--- src/rtl/instr_loader.sv ---
// instr_loader: UART (8N1) boot loader that writes 32-bit instruction words
// into instruction memory and holds the CPU in reset while a load is running.
// Frame: 0xA5, N (word count), 4*N payload bytes big-endian, optional checksum.
// Optional feature macro: INSTR_LOADER_CHECKSUM_EN (XOR checksum byte after payload).
module instr_loader #(
  parameter int unsigned CLK_HZ       = 50000000,
  parameter int unsigned BAUD         = 115200,
  parameter int unsigned ADDR_WIDTH   = 8,
  parameter int unsigned TIMEOUT_BITS = 1024
) (
  input  logic                  clk,
  input  logic                  rst,
  input  logic                  uart_rx,
  output logic [ADDR_WIDTH-1:0] imem_waddr,
  output logic [31:0]           imem_wdata,
  output logic                  imem_wren,
  output logic                  cpu_hold,
  output logic                  load_done,
  output logic                  load_err,
  output logic [ADDR_WIDTH:0]   word_count
);

  localparam int unsigned DIV    = CLK_HZ / BAUD;
  localparam int unsigned HALF   = DIV / 2;
  localparam int unsigned CNT_W  = $clog2(DIV);
  localparam int unsigned TO_CYC = TIMEOUT_BITS * DIV;
  localparam int unsigned TMR_W  = $clog2(TO_CYC + 1);
  localparam int unsigned WC_W   = ADDR_WIDTH + 1;
  localparam int unsigned DEPTH  = 32'(1) << ADDR_WIDTH;

  typedef enum logic [1:0] {RX_IDLE, RX_START, RX_DATA, RX_STOP} rx_state_t;

  typedef enum logic [2:0] {
    S_IDLE  = 3'd0,
    S_LEN   = 3'd1,
    S_DATA  = 3'd2,
`ifdef INSTR_LOADER_CHECKSUM_EN
    S_CSUM  = 3'd3,
`endif
    S_DONE  = 3'd4,
    S_ERROR = 3'd5
  } state_t;

  // ---------------- receiver ----------------
  logic             r_rx_meta;
  logic             r_rx_sync;
  logic             r_rx_prev;
  rx_state_t        r_rx_st;
  rx_state_t        w_rx_st_nxt;
  logic [CNT_W-1:0] r_baud_cnt;
  logic [2:0]       r_bit_idx;
  logic [7:0]       r_rx_shift;
  logic             w_baud_end;
  logic             w_half_end;
  logic             w_byte_done;
  logic             w_frame_err;

  // ---------------- loader ----------------
  state_t                r_state;
  state_t                w_state_nxt;
  logic [ADDR_WIDTH-1:0] r_waddr;
  logic [31:0]           r_wdata;
  logic                  r_wren;
  logic [WC_W-1:0]       r_wcount;
  logic [WC_W-1:0]       r_len;
  logic [1:0]            r_byte_idx;
  logic [TMR_W-1:0]      r_timer;
  logic                  r_hold;
  logic                  r_done;
  logic                  r_err;
  logic                  w_active;
  logic                  w_timeout;
  logic                  w_abort;
  logic                  w_len_bad;
  logic                  w_last_word;
  logic                  w_is_sync;
  logic                  w_hold_nxt;
  logic                  w_done_nxt;
  logic                  w_err_nxt;
`ifdef INSTR_LOADER_CHECKSUM_EN
  logic [7:0]            r_csum;
`endif

  // Two-flop synchronizer plus one delayed copy for falling-edge detection
  always_ff @(posedge clk or negedge rst) begin
    if (!rst) begin
      r_rx_meta <= 1'b1;
      r_rx_sync <= 1'b1;
      r_rx_prev <= 1'b1;
    end else begin
      r_rx_meta <= uart_rx;
      r_rx_sync <= r_rx_meta;
      r_rx_prev <= r_rx_sync;
    end
  end

  assign w_baud_end = (r_baud_cnt == CNT_W'(DIV - 1));
  assign w_half_end = (r_baud_cnt == CNT_W'(HALF - 1));

  // Receiver state register
  always_ff @(posedge clk or negedge rst) begin
    if (!rst) r_rx_st <= RX_IDLE;
    else      r_rx_st <= w_rx_st_nxt;
  end

  // Receiver next state: mid-start glitch check, 8 data bits, stop bit
  always_comb begin
    w_rx_st_nxt = r_rx_st;
    case (r_rx_st)
      RX_IDLE:  if (r_rx_prev && !r_rx_sync) w_rx_st_nxt = RX_START;
      RX_START: if (w_half_end) w_rx_st_nxt = r_rx_sync ? RX_IDLE : RX_DATA;
      RX_DATA:  if (w_baud_end && (r_bit_idx == 3'd7)) w_rx_st_nxt = RX_STOP;
      RX_STOP:  if (w_baud_end) w_rx_st_nxt = RX_IDLE;
      default:  w_rx_st_nxt = RX_IDLE;
    endcase
  end

  // Receiver outputs: byte complete or framing error at the stop-bit sample
  always_comb begin
    w_byte_done = 1'b0;
    w_frame_err = 1'b0;
    if ((r_rx_st == RX_STOP) && w_baud_end) begin
      w_byte_done = r_rx_sync;
      w_frame_err = !r_rx_sync;
    end
  end

  // Receiver bit timing counter and LSB-first shift register
  always_ff @(posedge clk or negedge rst) begin
    if (!rst) begin
      r_baud_cnt <= '0;
      r_bit_idx  <= '0;
      r_rx_shift <= '0;
    end else begin
      if ((r_rx_st != w_rx_st_nxt) || (r_rx_st == RX_IDLE) || w_baud_end) r_baud_cnt <= '0;
      else                                                              r_baud_cnt <= r_baud_cnt + CNT_W'(1);
      if (r_rx_st == RX_IDLE) begin
        r_bit_idx <= '0;
      end else if ((r_rx_st == RX_DATA) && w_baud_end) begin
        r_rx_shift <= {r_rx_sync, r_rx_shift[7:1]};
        r_bit_idx  <= r_bit_idx + 3'd1;
      end
    end
  end

  // ---------------- loader control ----------------
  assign w_is_sync   = w_byte_done && (r_rx_shift == 8'hA5);
  assign w_len_bad   = (r_rx_shift == 8'h00) || (32'(r_rx_shift) > DEPTH);
  assign w_last_word = (WC_W'(r_wcount + WC_W'(1)) == r_len);
`ifdef INSTR_LOADER_CHECKSUM_EN
  assign w_active    = (r_state == S_LEN) || (r_state == S_DATA) || (r_state == S_CSUM);
`else
  assign w_active    = (r_state == S_LEN) || (r_state == S_DATA);
`endif
  // A byte completing in the expiry cycle wins over the timeout
  assign w_timeout   = w_active && (r_timer == TMR_W'(TO_CYC - 1)) && !w_byte_done;
  assign w_abort     = w_frame_err || w_timeout;

  // Loader state register
  always_ff @(posedge clk or negedge rst) begin
    if (!rst) r_state <= S_IDLE;
    else      r_state <= w_state_nxt;
  end

  // Loader next state
  always_comb begin
    w_state_nxt = r_state;
    case (r_state)
      S_IDLE, S_DONE, S_ERROR: if (w_is_sync) w_state_nxt = S_LEN;
      S_LEN: begin
        if (w_abort)          w_state_nxt = S_ERROR;
        else if (w_byte_done) w_state_nxt = w_len_bad ? S_ERROR : S_DATA;
      end
      S_DATA: begin
        if (w_abort) w_state_nxt = S_ERROR;
`ifdef INSTR_LOADER_CHECKSUM_EN
        else if (r_wren && w_last_word) w_state_nxt = S_CSUM;
`else
        else if (r_wren && w_last_word) w_state_nxt = S_DONE;
`endif
      end
`ifdef INSTR_LOADER_CHECKSUM_EN
      S_CSUM: begin
        if (w_abort)          w_state_nxt = S_ERROR;
        else if (w_byte_done) w_state_nxt = (r_rx_shift == r_csum) ? S_DONE : S_ERROR;
      end
`endif
      default: w_state_nxt = S_IDLE;
    endcase
  end

  // Status outputs decoded from the upcoming state so they align with it
  always_comb begin
    w_hold_nxt = 1'b1;
    w_done_nxt = 1'b0;
    w_err_nxt  = 1'b0;
    case (w_state_nxt)
      S_IDLE:  w_hold_nxt = 1'b0;
      S_DONE:  begin w_hold_nxt = 1'b0; w_done_nxt = 1'b1; end
      S_ERROR: w_err_nxt = 1'b1;
      default: w_hold_nxt = 1'b1;
    endcase
  end

  // Status output registers
  always_ff @(posedge clk or negedge rst) begin
    if (!rst) begin
      r_hold <= 1'b0;
      r_done <= 1'b0;
      r_err  <= 1'b0;
    end else begin
      r_hold <= w_hold_nxt;
      r_done <= w_done_nxt;
      r_err  <= w_err_nxt;
    end
  end

  // Loader datapath: timeout timer, word assembly, write strobe, counters
  always_ff @(posedge clk or negedge rst) begin
    if (!rst) begin
      r_timer    <= '0;
      r_waddr    <= '0;
      r_wdata    <= '0;
      r_wren     <= 1'b0;
      r_wcount   <= '0;
      r_len      <= '0;
      r_byte_idx <= '0;
`ifdef INSTR_LOADER_CHECKSUM_EN
      r_csum     <= '0;
`endif
    end else begin
      r_wren <= 1'b0;
      if (w_byte_done || !w_active) r_timer <= '0;
      else                          r_timer <= r_timer + TMR_W'(1);
      case (r_state)
        S_IDLE, S_DONE, S_ERROR: begin
          if (w_is_sync) begin
            r_waddr    <= '0;
            r_wcount   <= '0;
            r_byte_idx <= '0;
`ifdef INSTR_LOADER_CHECKSUM_EN
            r_csum     <= '0;
`endif
          end
        end
        S_LEN: if (w_byte_done) r_len <= WC_W'(r_rx_shift);
        S_DATA: begin
          if (w_byte_done) begin
            r_wdata    <= {r_wdata[23:0], r_rx_shift};
            r_byte_idx <= r_byte_idx + 2'd1;
`ifdef INSTR_LOADER_CHECKSUM_EN
            r_csum     <= r_csum ^ r_rx_shift;
`endif
            if (r_byte_idx == 2'd3) r_wren <= 1'b1;
          end
          if (r_wren) begin
            r_waddr  <= r_waddr + ADDR_WIDTH'(1);
            r_wcount <= r_wcount + WC_W'(1);
          end
        end
        default: ;
      endcase
    end
  end

  assign imem_waddr = r_waddr;
  assign imem_wdata = r_wdata;
  assign imem_wren  = r_wren;
  assign cpu_hold   = r_hold;
  assign load_done  = r_done;
  assign load_err   = r_err;
  assign word_count = r_wcount;

endmodule

--- config.mk ---
export PLATFORM = sky130hd
export DESIGN_NAME = instr_loader
export DESIGN_NICKNAME = d
export VERILOG_FILES = /design/src/rtl/instr_loader.sv
export SDC_FILE = /design/constraint.sdc
export NUM_CORES = 1
export LEC_CHECK = 0
export CORE_MARGIN = 2
export CORE_UTILIZATION = 61
export DETAILED_ROUTE_END_ITERATION = 8
export MAX_ROUTING_LAYER = met4
export PLACE_DENSITY_LB_ADDON = 0.08
export SYNTH_ARGS = -nofsm -noshare
export SYNTH_HDL_FRONTEND = slang
export SYNTH_SLANG_ARGS = --single-unit
--- constraint.sdc ---
create_clock -name clk -period 7.29 [get_ports clk]
set_clock_uncertainty 0.05 [all_clocks]
set_input_delay 1.0935 -clock clk [delete_from_list [all_inputs] [get_ports clk]]
set_output_delay 1.0935 -clock clk [all_outputs]
set_load 0.03 [all_outputs]
* Yosys cells after proc, flatten, opt, wreduce, memory -nomap -nowiden
Cells that the tools add are included.
** Word-level totals
- Register bits after elaboration :: 110
- Latch bits :: 0
- Bits in writable memories :: 0
- Memory bits (read-only) :: 0
- Output and inout bits :: 53
- Logic and storage cells :: 108
- Memories kept :: 0
** Cells by class
- Add/subtract/negate cells :: 6
- $mul :: 0
- Divide/modulo/power cells :: 0
- Magnitude comparators :: 0
- Equality and inequality tests :: 20
- Shifts and indexed selects :: 0
- Multiplexer cells :: 34
- Bitwise operators :: 1
- Reduce and logical (&&, ||, !) cells :: 29
** Operators by type and width (count)
- two-way mux 9 bit :: 3
- two-way mux 3 bit :: 8
- adder 19 x 1 -> 19 bit (second input constant) :: 1
- equality test 19 bit (second input constant) :: 1
- two-way mux 19 bit :: 1
- adder 9 x 1 -> 9 bit (second input constant) :: 2
- one-hot mux 9 bit (2 select lines) :: 1
- two-way mux 8 bit :: 2
- one-hot mux 8 bit (2 select lines) :: 1
- equality test 3 bit (second input constant) :: 5
- two-way mux 2 bit :: 7
- equality test 9 x 8 -> 1 bit :: 1
- equality test 9 x 8 -> 1 bit (second input constant) :: 1
- equality test 9 bit (second input constant) :: 1
- one-hot mux 3 bit (3 select lines) :: 1
- adder 8 x 1 -> 8 bit (second input constant) :: 1
- equality test 8 bit (second input constant) :: 1
- logical AND 1 bit :: 8
- logical NOT 8 bit :: 1
- two-way mux 1 bit :: 8
- one-hot mux 2 bit (4 select lines) :: 1
- equality test 2 bit (second input constant) :: 3
- logical NOT 3 bit :: 2
- != test 2 bit (second input constant) :: 3
- other kinds (16) :: 26

* Depth between registers and ports, before layout
- Depth after elaboration :: 11
- Mapped depth :: 9

* Worst setup path before layout
Ideal clock, no wire load.
- Kind :: flip-flop to flip-flop
- Start point :: register r_wcount[0], in the netlist word_count[0]
- End point :: register r_hold, in the netlist cpu_hold
- Library setup time :: 0.132 ns
- Data arrival time :: 2.443 ns
- Slack :: 4.665 ns
- Cell stages (with the launch flop) :: 9
- Buffers on the path :: 1
- Clock period less this slack :: 2.625 ns
- Path through :: dfrtp_1 ha_1 clkbuf_1 and3_1 nand3_1 xnor2_1 a2111o_1 o21ai_0 or3b_1
** On the way
- Cells in the longest elaborated chain, start to end :: 9
- Elaborated cells between the ends (all ways) :: 10
** Ends and longest elaborated chain
- from (decl) :: RTL line 64 : logic [WC_W-1:0] r_wcount;
- from (signal assigned) :: RTL line 258 : r_wcount <= r_wcount + WC_W'(1);
- adder 9 x 1 -> 9 bit * :: RTL line 149 : assign w_last_word = (WC_W'(r_wcount + WC_W'(1)) == r_len);
- equality test 9 x 8 -> 1 bit * :: RTL line 149
- logical AND 1 bit * :: RTL line 179 : else if (r_wren && w_last_word) w_state_nxt = S_DONE;
- two-way mux 3 bit * :: RTL line 179
- two-way mux 3 bit * :: RTL line 175 : if (w_abort) w_state_nxt = S_ERROR;
- one-hot mux 3 bit (3 select lines) * :: RTL line 168 : case (r_state)
- equality test 3 bit / logical NOT 3 bit (equally long branches) :: RTL line 197 : case (w_state_nxt)
- OR reduction 2 bit (no line) *
- two-way mux 1 bit * :: RTL line 197
- net w_hold_nxt :: RTL line 77 : logic w_hold_nxt;
- to (signal assigned) :: RTL line 212 : r_hold <= w_hold_nxt;
- to (decl) :: RTL line 68 : logic r_hold;
The timed path passes the listed nets; every way through them passes the cells marked *.
A chain may end at the register's enable or synchronous reset.

* Final worst setup path
- Start point :: register r_wcount[3], in the netlist word_count[3]
- End point :: output word_count[3]
** RTL lines
- to (decl) :: RTL line 20 : output logic [ADDR_WIDTH:0] word_count
No word-level cell between the ends.

==> out/qor.yml <==
status: "complete, no violations"
numPortBuffers: 55
antenna_found_initial: 0
crit_start: "word_count[3]"
die_h_um: 96.0
crit_family: "buffers and inverters"
fin_ws_ns: 4.46
start_util: 0.629
cp.buffers_inverters: 1
gr-total-overflow: 0
cap_viol_max_count: 0
cts_resized: 0
drcViolationCount: 0
synth.avg_cell_area_um2: 9.99
slew_violations: 0
crit_cells: 1
row_count: 33
clock.fmax_ghz: 0.354
yosys-top-cells-area: "dfrtp_1, nand2_1, xor2_1, mux2_2, nor2_1"
post-place-ws_ns: 4.70
syn_area_um2: 5170
setup_viol: 0
whs_ns: 0.307
wl_um: 10500
critPathMaxFanout: 12
syn_to_final_growth_pct: 15.9
end_kind: "primary output"
root_buffer: "clkbuf_8"
min_path_cells: 0
cts_max_level: 3
nets: 582
min_path_type: "reg -> reg"
required_ns: 6.15
slew_headroom: 0.384
numCtsBuffers: 9
wl_per_cell_um: 15.4
avgViaCountPerCell: 5.68
final_cell_area_um2: 5990
grt_pass1_wl_um: 17600
holdCritStartpoint: "r_rx_meta"
cp-start-kind: "register"
grt_pass1_vias: 3646
cp_slowest_stage_delay_ns: 0.75
p_leak_nw: 2.82
crit_chain: "clkdlybuf4s50_1"
rsz0062_at_grt: "false"
grt_usage: 0.253
dr.pass1.iters: 4
coreArea_um2: 8220
post-cts-setup-buffers: 0
die_w_um: 96.0
drive_gt1_frac: 0.0887
hpwl_um: 7250
synth_nets: 529
ys_ff_latch: 110
yosys_warnings: 0
ys_types: 55
synthArstFlopShare: 1.00
tns_ns: 0
tightestPinTransition_ns: 0.923
syn_inst: 517
fin_crit_ns: 2.83
p_per_area_nw_per_um2: 176
clock_latency_ns: 0.38
cts_hold_buf: 0
vdd_drop_max_v: 0.000151
num_antenna_cells: 0
cts_tree: "built"
hold_viol: 0
globalplace.congestion: 0.886
worstSetupPathType: "reg -> out"
dieArea_um2: 9220
path_clk_slew_ns: 0.10
vias: 3864
synth_area_leader_cell: "dfrtp_1"
synth_edf_count: 0
dpl_cell_area_um2: 5810
seq_area_frac_synth: 0.534
drt-initial-drc-count: 191
cts_max_path_buffers: 2
ant_nets: 0
synth_flop_cell: "dfrtp_1"
timing.rr.start: "word_count[0]"
io_pins: 56
cp.arrival_ns: 1.68
cts.sinks: 110
rr_worst_depth: 7
post-synth-top-area-fraction: 0.518
grt_max_degree: 77
slowest_stage: "clkdlybuf4s50_1"
finalCritPeriodShare: 0.388
[layout by cell type (no fill, tap or decap), types with 3 or more instances in the layout]
master           instances
buf_4                    4
nand2_1                125
xor2_1                  23
xnor2_1                 11
nand4_1                 11
and4_1                   3
nand2b_1                 4
nor3_1                  10
inv_1                    7
and2_1                   6
a22o_1                   6
clkbuf_8                 9
o31ai_1                  6
nor2_1                  46
or3_1                    6
dfrtp_1                107
ha_1                     9
o21ai_0                 23
clkdlybuf4s50_1         54
nand3_1                 18
and3_1                   8
mux2_2                  17
a21oi_1                  6
a31oi_1                  4
dfstp_2                  3
[cells in the mapped netlist, drive strengths merged, types with 2 or more instances]
| master | n |
|---|---|
| and2 | 7 |
| a31oi | 4 |
| nor3 | 10 |
| nand2 | 125 |
| nand2b | 4 |
| and4 | 3 |
| nor3b | 3 |
| nand3 | 18 |
| nand4b | 3 |
| clkbuf | 14 |
| a21oi | 6 |
| and3 | 8 |
| xnor2 | 11 |
| or4b | 2 |
| mux2 | 17 |
| buf | 2 |
| inv | 7 |
| o2111ai | 2 |
| xor2 | 23 |
| a22o | 6 |
| or2 | 2 |
| ha | 9 |
| or4 | 3 |
| or3b | 2 |
| nand3b | 2 |
| nand4 | 11 |
| nor4 | 3 |
| o21ai | 23 |
| or3 | 7 |
| dfstp | 3 |
| nor2b | 2 |
| a21o | 2 |
| dfrtp | 107 |
| nor2 | 48 |
| o31ai | 7 |
[cell type report]
cell class | count | area (µm²)
Multi-Input combinational cell | 384 | 2320
Fill cell | 609 | 2230
Clock buffer | 10 | 128
Timing Repair Buffer | 58 | 571
Tap cell | 105 | 131
Clock inverter | 6 | 52.6
Sequential cell | 110 | 2760
Inverter | 7 | 26.3
[flip-flops by register name, indices dropped and copies added (netlist names)]
register and cells:
r_baud_cnt 9, imem_waddr 8, r_rx_sync 1, imem_wdata 32, word_count 9, load_done 1, r_len 8, cpu_hold 1
r_rx_shift 8, r_bit_idx 3, r_state 3, r_rx_meta 1, r_byte_idx 2, r_timer 19, r_rx_st 2, imem_wren 1
load_err 1, r_rx_prev 1
[worst register-to-register path: stages (launching register included)]
cell and delay, ns:
dfrtp_1 0.51, ha_1 0.38, and3_1 0.29, nand3_1 0.15, xnor2_1 0.17, a2111o_1 0.38
o21ai_0 0.22, or3b_1 0.36
[report_power, final]
part / total, mW / leakage, nW / internal [mW] / switching [mW]
clock: 0.348 / 0.0854 / 0.130 / 0.218
sequential: 0.646 / 1.52 / 0.625 / 0.0211
combinational: 0.0608 / 1.22 / 0.0275 / 0.0333
[worst paths after layout]
check | slack (ns) | endpoint
min | 0.31 | r_rx_sync
max in group asynchronous | 5.32 | word_count[0]
max reg2reg | 4.67 | cpu_hold
min reg2reg | 0.31 | r_rx_sync
max | 4.46 | word_count[3]
min in group asynchronous | 0.58 | r_timer[4]
[cells by family after synthesis]
kind of cell | Yosys count | synth area share
mux | 18 | 0.0390
simple gates | 267 | 0.257
xor+xnor | 34 | 0.0576
fa+ha+maj | 9 | 0.0218
compound gates | 56 | 0.0734
flops | 110 | 0.534
buf+inv | 23 | 0.0174
[metal layers]
| metal | part of all wire | up-vias | wire, µm | track usage |
|---|---|---|---|---|
| met5 | 0 | - | 0 | - |
| met4 | 0.012 | 0 | 123 | 0.0762 |
| met3 | 0.040 | 9 | 415 | 0.0501 |
| met2 | 0.46 | 78 | 4850 | 0.377 |
| met1 | 0.49 | 1893 | 5090 | 0.354 |
| li1 | - | 1884 | - | - |
[stage by stage]
stage               total power, mW  instances   util
floorplan                     0.694        517      -
global placement              0.717        664  0.707
detailed placement            0.720        664  0.707
CTS                            1.06        680  0.729
global route                   1.10        680  0.729
finish                         1.06        680  0.729
(Power assumes the default switching activity.)
